## config.mk

```make
export PLATFORM = sky130hd
export DESIGN_NAME = dmem_bist_initiator
export DESIGN_NICKNAME = d
export VERILOG_FILES = /design/src/rtl/dmem_bist_initiator.sv
export SDC_FILE = /design/constraint.sdc
export NUM_CORES = 1
export LEC_CHECK = 0
export CORE_MARGIN = 2
export CORE_UTILIZATION = 45
export CTS_BUF_LIST = sky130_fd_sc_hd__clkbuf_8
export CTS_CLUSTER_DIAMETER = 120
export DETAILED_ROUTE_END_ITERATION = 7
export PLACE_DENSITY_LB_ADDON = 0.25
export SETUP_SLACK_MARGIN = 0.1
export SLEW_MARGIN = 20
export SYNTH_ARGS = -nofsm -noshare
export SYNTH_HDL_FRONTEND = slang
export SYNTH_SLANG_ARGS = --single-unit
```

## constraint.sdc

```tcl
create_clock -name clk -period 2.4 [get_ports clk]
set_clock_uncertainty 0.1 [all_clocks]
set_input_delay 0.48 -clock clk [delete_from_list [all_inputs] [get_ports clk]]
set_output_delay 0.48 -clock clk [all_outputs]
set_load 0.01 [all_outputs]
```

## src/rtl/dmem_bist_initiator.sv

```systemverilog
// Data-memory BIST initiator: two-pass write/read-compare march over a word range,
// driving the Harvard data-memory strobes directly and reporting pass/fail.
module dmem_bist_initiator #(
  parameter logic [31:0] ADDR_BASE    = 32'h0000_0000,
  parameter int          NUM_WORDS    = 16,
  parameter int          READ_LATENCY = 1,
  parameter logic [31:0] SEED         = 32'hA5A5_0001
) (
  input  logic        clk,
  input  logic        reset,
  input  logic        clk_enable,
  input  logic        start,
  output logic        busy,
  output logic        done,
  output logic        pass,
  output logic [15:0] err_count,
  output logic [31:0] fail_address,
  output logic [31:0] fail_data,
  output logic [31:0] data_address,
  output logic        data_write,
  output logic        data_read,
  output logic [31:0] data_writedata,
  input  logic [31:0] data_readdata
);

  typedef enum logic [2:0] {
    S_IDLE     = 3'd0,
    S_WR       = 3'd1,
    S_RD_ISSUE = 3'd2,
    S_RD_WAIT  = 3'd3,
    S_CMP      = 3'd4,
    S_DONE     = 3'd5
  } state_t;

  localparam logic [15:0] LAST_K    = 16'(NUM_WORDS - 1);
  localparam logic [2:0]  WAIT_INIT = 3'(READ_LATENCY - 1);

  state_t      r_state, w_state;
  logic [15:0] r_k, w_k;
  logic        r_pass_sel, w_pass_sel;
  logic [2:0]  r_wait, w_wait;
  logic        r_busy, w_busy;
  logic        r_done, w_done;
  logic        r_pass, w_pass;
  logic [15:0] r_err_count, w_err_count;
  logic [31:0] r_fail_address, w_fail_address;
  logic [31:0] r_fail_data, w_fail_data;
  logic [31:0] r_data_address, w_data_address;
  logic        r_data_write, w_data_write;
  logic        r_data_read, w_data_read;
  logic [31:0] r_data_writedata, w_data_writedata;
  logic [31:0] w_expected;

  function automatic logic [31:0] f_word_addr(input logic [15:0] k);
    return ADDR_BASE + {14'd0, k, 2'b00};
  endfunction

  // Pattern is keyed on the byte address; pass 1 writes the complement.
  function automatic logic [31:0] f_pattern(input logic [31:0] addr, input logic inv);
    return inv ? ~(addr ^ SEED) : (addr ^ SEED);
  endfunction

  // Next-state and next-output computation; outputs are loaded for the state being entered.
  always_comb begin
    w_state          = r_state;
    w_k              = r_k;
    w_pass_sel       = r_pass_sel;
    w_wait           = r_wait;
    w_busy           = r_busy;
    w_done           = r_done;
    w_pass           = r_pass;
    w_err_count      = r_err_count;
    w_fail_address   = r_fail_address;
    w_fail_data      = r_fail_data;
    w_data_address   = r_data_address;
    w_data_write     = 1'b0;
    w_data_read      = 1'b0;
    w_data_writedata = r_data_writedata;
    w_expected       = f_pattern(r_data_address, r_pass_sel);

    case (r_state)
      S_IDLE, S_DONE: begin
        if (start) begin
          w_state          = S_WR;
          w_err_count      = 16'd0;
          w_fail_address   = 32'd0;
          w_fail_data      = 32'd0;
          w_done           = 1'b0;
          w_pass           = 1'b0;
          w_busy           = 1'b1;
          w_pass_sel       = 1'b0;
          w_k              = 16'd0;
          w_data_write     = 1'b1;
          w_data_address   = f_word_addr(16'd0);
          w_data_writedata = f_pattern(f_word_addr(16'd0), 1'b0);
        end else begin
          w_state = r_state;
        end
      end
      S_WR: begin
        if (r_k == LAST_K) begin
          w_k            = 16'd0;
          w_state        = S_RD_ISSUE;
          w_data_read    = 1'b1;
          w_data_address = f_word_addr(16'd0);
        end else begin
          w_k              = r_k + 16'd1;
          w_data_write     = 1'b1;
          w_data_address   = f_word_addr(r_k + 16'd1);
          w_data_writedata = f_pattern(f_word_addr(r_k + 16'd1), r_pass_sel);
        end
      end
      S_RD_ISSUE: begin
        w_wait = WAIT_INIT;
        if (READ_LATENCY == 1) begin
          w_state = S_CMP;
        end else begin
          w_state = S_RD_WAIT;
        end
      end
      S_RD_WAIT: begin
        w_wait = r_wait - 3'd1;
        if (r_wait <= 3'd1) begin
          w_state = S_CMP;
        end else begin
          w_state = S_RD_WAIT;
        end
      end
      S_CMP: begin
        if (data_readdata != w_expected) begin
          if (r_err_count != 16'hFFFF) begin
            w_err_count = r_err_count + 16'd1;
          end else begin
            w_err_count = r_err_count;
          end
          if (r_err_count == 16'd0) begin
            w_fail_address = r_data_address;
            w_fail_data    = data_readdata;
          end else begin
            w_fail_address = r_fail_address;
          end
        end else begin
          w_err_count = r_err_count;
        end

        if (r_k < LAST_K) begin
          w_k            = r_k + 16'd1;
          w_state        = S_RD_ISSUE;
          w_data_read    = 1'b1;
          w_data_address = f_word_addr(r_k + 16'd1);
        end else if (!r_pass_sel) begin
          w_pass_sel       = 1'b1;
          w_k              = 16'd0;
          w_state          = S_WR;
          w_data_write     = 1'b1;
          w_data_address   = f_word_addr(16'd0);
          w_data_writedata = f_pattern(f_word_addr(16'd0), 1'b1);
        end else begin
          w_state = S_DONE;
          w_busy  = 1'b0;
          w_done  = 1'b1;
          w_pass  = (w_err_count == 16'd0);
        end
      end
      default: begin
        w_state = S_IDLE;
        w_busy  = 1'b0;
      end
    endcase
  end

  // State and output registers; clk_enable low freezes everything including strobes.
  always_ff @(posedge clk or negedge reset) begin
    if (!reset) begin
      r_state          <= S_IDLE;
      r_k              <= 16'd0;
      r_pass_sel       <= 1'b0;
      r_wait           <= 3'd0;
      r_busy           <= 1'b0;
      r_done           <= 1'b0;
      r_pass           <= 1'b0;
      r_err_count      <= 16'd0;
      r_fail_address   <= 32'd0;
      r_fail_data      <= 32'd0;
      r_data_address   <= 32'd0;
      r_data_write     <= 1'b0;
      r_data_read      <= 1'b0;
      r_data_writedata <= 32'd0;
    end else if (clk_enable) begin
      r_state          <= w_state;
      r_k              <= w_k;
      r_pass_sel       <= w_pass_sel;
      r_wait           <= w_wait;
      r_busy           <= w_busy;
      r_done           <= w_done;
      r_pass           <= w_pass;
      r_err_count      <= w_err_count;
      r_fail_address   <= w_fail_address;
      r_fail_data      <= w_fail_data;
      r_data_address   <= w_data_address;
      r_data_write     <= w_data_write;
      r_data_read      <= w_data_read;
      r_data_writedata <= w_data_writedata;
    end
  end

  assign busy           = r_busy;
  assign done           = r_done;
  assign pass           = r_pass;
  assign err_count      = r_err_count;
  assign fail_address   = r_fail_address;
  assign fail_data      = r_fail_data;
  assign data_address   = r_data_address;
  assign data_write     = r_data_write;
  assign data_read      = r_data_read;
  assign data_writedata = r_data_writedata;

endmodule
```

## After elaboration in Yosys (flattened, before gate mapping)

Index checks and enable logic that the tools add are counted.

| storage, ports and cells | value |
|---|---|
| flip-flop bits (word level) | 172 |
| latch bits | 0 |
| RAM bits | 0 |
| ROM bits | 0 |
| input port bits | 36 |
| output and inout port bits | 149 |
| memories | 0 |

| operators by class | value |
|---|---|
| add/sub/neg operators | 3 |
| multiply operators | 0 |
| div/mod/pow operators | 0 |
| magnitude comparators | 2 |
| equality and inequality tests | 17 |
| shifts and indexed selects | 0 |
| multiplexer cells | 55 |
| bitwise operators | 5 |
| reductions and logical operators | 17 |

Operator list:

| kind | count |
|---|---|
| two-way mux 32 bit | 13 |
| case mux 32 bit (3 select lines) | 2 |
| case mux 32 bit (2 select lines) | 2 |
| two-way mux 16 bit | 7 |
| NOT 32 bit | 2 |
| case mux 16 bit (3 select lines) | 1 |
| adder 16 x 1 -> 16 bit, second input constant | 2 |
| logical NOT 16 bit | 2 |
| inequality test 32 bit | 1 |
| case mux 16 bit (2 select lines) | 1 |
| two-way mux 18 bit | 1 |
| equality test 16 x 4 -> 1 bit, second input constant | 1 |
| less-than comparator 16 x 4 -> 1 bit, second input constant | 1 |
| inequality test 16 bit, second input constant | 1 |
| inequality test 2 bit, second input constant | 8 |
| two-way mux 1 bit | 15 |
| two-way mux 3 bit | 5 |
| case mux 3 bit (5 select lines) | 1 |
| AND reduction 5 bit | 3 |
| NOT 2 -> 9 bit | 1 |
| NOT 9 bit | 1 |
| case mux 1 bit (2 select lines) | 4 |
| AND reduction 4 bit | 2 |
| equality test 3 x 2 -> 1 bit, second input constant | 2 |
| 16 further kinds | 20 |

## Logic depth before layout (Yosys ltp)

| depth | value |
|---|---|
| depth in word-level cells | 10 |
| gate-level depth with buffers | 12 |

## Worst setup path before layout

OpenSTA, ideal clock, no wires.

| timing | value |
|---|---|
| kind | in2reg |
| start | input port data_readdata[31] |
| end | register r_pass (netlist: pass) |
| library setup time | 0.092 ns |
| arrival time | 2.518 ns |
| required time | 2.208 ns |
| path slack | -0.310 ns |
| cell stages on the path | 9 |
| cells stage by stage | nand4b_1 or3_1 a221oi_2 or4b_4 nor2_8 a31oi_4 a311oi_1 nand4_1 o31ai_2 |

| between the ends | value |
|---|---|
| cells in the longest elaborated chain, start to end | 7 |

RTL lines:

| element | RTL line | text |
|---|---|---|
| start: declaration | 23 | `input logic [31:0] data_readdata` |
| inequality test 32 bit | 130 | `if (data_readdata != w_expected) begin` |
| two-way mux 16 bit | 130 |  |
| two-way mux 16 bit | 81 | `case (r_state)` |
| logical NOT 16 bit | 162 | `w_pass = (w_err_count == 16'd0);` |
| two-way mux 1 bit | 151 | `end else if (!r_pass_sel) begin` |
| two-way mux 1 bit | 146 | `if (r_k < LAST_K) begin` |
| case mux 1 bit (2 select lines) | 81 |  |
| end signal: assignment | 196 | `r_pass <= w_pass;` |
| end: declaration | 44 | `logic r_pass, w_pass;` |

Every way passes these cells. The select of a mux whose other input is x is not followed.
A chain may end at the register's enable or synchronous reset.

## Worst setup path in the final report

| timing | value |
|---|---|
| start | input port data_readdata[21] |
| end | register r_fail_address[6] (netlist: fail_address[6]) |

| between the ends | value |
|---|---|
| cells in the longest elaborated chain, start to end | 3 |

RTL lines:

| element | RTL line | text |
|---|---|---|
| inequality test 32 bit | 130 |  |
| inequality test 2 bit (no source line) | - |  |
| AND reduction 5 bit (no source line) | - |  |
| end signal: assignment | 198 | `r_fail_address <= w_fail_address;` |
| end: declaration | 46 | `logic [31:0] r_fail_address, w_fail_address;` |

Every way passes these cells.

==> results.md <==
* Status: complete, but fails checks
* Failing checks: negative setup slack
* First-pass GRT wire length at 33.0 mm
* TNS Setup at -34,250 ps
* Final Core Density at 0.721
* HP Class: in -> reg
* CP peak stage delay at 560 ps
* TritonCTS Buffers at 9
* Worst path bufs/invs at 3
* Final nets at 1,034
* Synth top area share at 0.428
* Initial core utilization at 0.461
* Final setup violation count at 100
* Iteration-0 DRC Markers at 518
* I/O Pins at 185
* Area taken by multi-input logic gates at 3820 um2
* Dpl hpwl at 14.7 mm
* Async SR Flop Fraction at 1.00
* Num Clock Sinks at 110
* Clock Latency Late Sink at 390 ps
* Worst-path fanout max at 8
* Post-route minimum period at 2920 ps
* FF+latch area at 2760 um2
* Sequential element share of the synthesized area at 0.428
* GRT Total Usage at 0.278
* ANT nets after route at 0
* Die Area at 15,300 um2
* Top-count cell post-synth: nand2_1
* Synth top area cells: dfrtp_1, nand2_1, o21ai_0
* Final WS setup at -516 ps
* Critical Path AT at 3100 ps
* Highest Clock Rate at 343 MHz
* Slew of the pin with the lowest slew margin at 497 ps
* Startpoint types: input pin
* Maximum clock insertion buffer count at 2
* Mapped Avg Cell Area at 8.50 um2
* DRC Markers at 0
* Fillers at 953
* Hold Path Depth at 3
* CTS root buffer: clkbuf_8
* Post-synth EDFFs at 0
* Die width at 124 um
* Finished Layout Cells at 1,178
* Area Growth Syn to Fin at 56.4%
* Number of global-route vias before repair at 6,466
* Top cell family by delay on the critical path: simple AND/OR/NAND/NOR gates
* Main synth FF type: dfrtp_1
* Worst VDD drop at 0.347 mV
* RSZ-0062 raised after global routing: yes
* TritonRoute pass-1 iters at 5
* Max_cap viols at 0
* Synth Register Bits at 110
* Synth unique cells at 59
* Cell type with the highest aggregate area in the netlist: dfrtp_1
* Vias per std cell at 5.83
* Wire length per cell at 19.8 um
* Inst Count DP at 1,119
* Die height at 124 um
* Stages on worst setup path at 12
* CTS tree: built
* P_leak at 0.00440 uW
* Mapped Area at 6430 um2
* Port-buffer cells at 152
* CORE AREA at 13,900 um2
* GPL Wtd Cong at 0.924
* YS warnings at 0
* Crit. End Element: flop
* PD cells at 762 nW/um2
* Worst path slowest cell: or4b_4
* Number of antenna violations at the first check in global routing at 0
* Final worst-path cycle share at 1.21
* Total wire length at 23.3 mm
* Clock transition at path regs at 110 ps
* Cell Chain, Critical Path: clkdlybuf4s50_1, nand3b_1, nor4_2, o22ai_2, or4b_4, nor2_8, o21ai_4, nand2_4, buf_8, clkbuf_16, nand2_1, o31ai_1
* Remaining Overflow, GRT at 0
* Slew headroom at 0.668
* Hold Fails Final Rpt at 0
* R2R depth at 11
* Htree depth at 3
* Synth cell count leaders: nand2_1, dfrtp_1, o21ai_0
* Num rows at 43
* Syn Inst Count at 756
* Largest net degree at the start of global routing at 41
* Vias at 6,865
* # diodes at 0
* Req. time, crit path at 2590 ps
* Share of cells above drive strength 1 at 0.286
* Fin. max-slew vios at 0
* Crit Path Class: in -> reg
[layer usage]
metal / vias to the layer above / share of wire / GRT usage
met5: - / 0 / 0
met4: 0 / 0.035 / 0.0980
met3: 70 / 0.064 / 0.0360
met2: 347 / 0.51 / 0.476
met1: 3388 / 0.39 / 0.361
li1: 3060 / - / -
[final cells by class]
| class | count | share of cell area |
|---|---|---|
| Multi-Input combinational cell | 565 | 0.380 |
| Timing Repair Buffer | 293 | 0.298 |
| Sequential cell | 110 | 0.274 |
| Tap cell | 180 | 0.0224 |
| Clock buffer | 10 | 0.0137 |
| Clock inverter | 6 | 0.00685 |
| Inverter | 14 | 0.00523 |
[kinds of logic after synthesis]
logic type | count (synthesis) | synth area share
adder cells (fa/ha/maj) | 5 | 0.00973
flip-flops | 110 | 0.428
buffers and inverters | 112 | 0.102
XOR/XNOR | 31 | 0.0422
AO/OA/AOI/OAI | 209 | 0.200
multiplexers | 3 | 0.00487
other | 1 | 0.000583
AND/OR/NAND/NOR | 285 | 0.213
[worst paths after layout]
kind	startpoint	end	slack, ps
max	data_readdata[21]	fail_address[6]$_DFFE_PN0P_	-520
min	data_readdata[15]	fail_data[15]$_DFFE_PN0P_	340
max reg2reg	r_pass_sel$_DFFE_PN0P_	fail_address[6]$_DFFE_PN0P_	-490
min reg2reg	fail_address[3]$_DFFE_PN0P_	fail_address[3]$_DFFE_PN0P_	400
max in group asynchronous	reset	data_address[11]$_DFFE_PN0P_	1100
min in group asynchronous	reset	fail_address[16]$_DFFE_PN0P_	490
[registers in the layout (all words and copies together) (netlist names)]
register and count:
data_address 16, fail_data 32, data_read 1, done 1, r_wait 3, r_pass_sel 1, data_writedata 18, fail_address 16
pass 1, busy 1, r_state 3, data_write 1, err_count 16
[per-stage QoR]
stage | worst slack [ps] | hold slack (ps) | power [uW] | instance area, um2
3_5_place_dp | -1010 | 367 | 5170 | 8590
6_report | -516 | 342 | 7660 | 10000
5_1_grt | -593 | 337 | 8010 | 10000
3_3_place_gp | -957 | 351 | 5080 | 8590
2_1_floorplan | -285 | 84.4 | 3930 | 6660
4_1_cts | -467 | 381 | 7000 | 9410
[worst reg2reg max path, stage by stage (launching register included)]
cell and delay (ps):
dfrtp_2 490, nand4bb_1 150, or3_4 370, a221oi_4 290
or4b_4 550, nor2_8 180, o21ai_4 70, nand2_4 120
buf_8 170, clkbuf_16 170, nand2_1 70, o31ai_1 80
[power breakdown]
part	switching [uW]	total, uW	internal [uW]
clock network	685	1200	518
logic	2010	4040	2040
registers	266	2410	2150
[layout by cell type (no fill, tap or decap), drive strengths merged, types with 6 or more instances in the layout]
| master | netlist | final |
|---|---|---|
| nor4 | 10 | 10 |
| a21oi | 37 | 37 |
| xnor2 | 16 | 16 |
| clkdlybuf4s50 | 0 | 136 |
| nor3 | 12 | 12 |
| o31ai | 10 | 10 |
| inv | 14 | 15 |
| a22o | 22 | 22 |
| nor2 | 37 | 37 |
| nand2 | 147 | 147 |
| and3 | 15 | 15 |
| nand4 | 10 | 10 |
| xor2 | 15 | 15 |
| o21ai | 100 | 100 |
| o22ai | 16 | 16 |
| nand3 | 20 | 20 |
| nand2b | 6 | 6 |
| dfrtp | 110 | 110 |
| clkbuf | 34 | 16 |
| dlygate4sd2 | 0 | 10 |
| conb | 1 | 32 |
| buf | 64 | 136 |
[timing repair]
action / 4_1_cts / 5_1_grt
pin swaps: 32 / 61
cloned: 7 / 5
hold endpoints to repair: 31 / 0
endpoints found under the setup margin: 90 / 96
hold buffers: 1 / 0
buffers inserted: 17 / 18
gates resized for setup: 90 / 118
(Power assumes the default switching activity.)
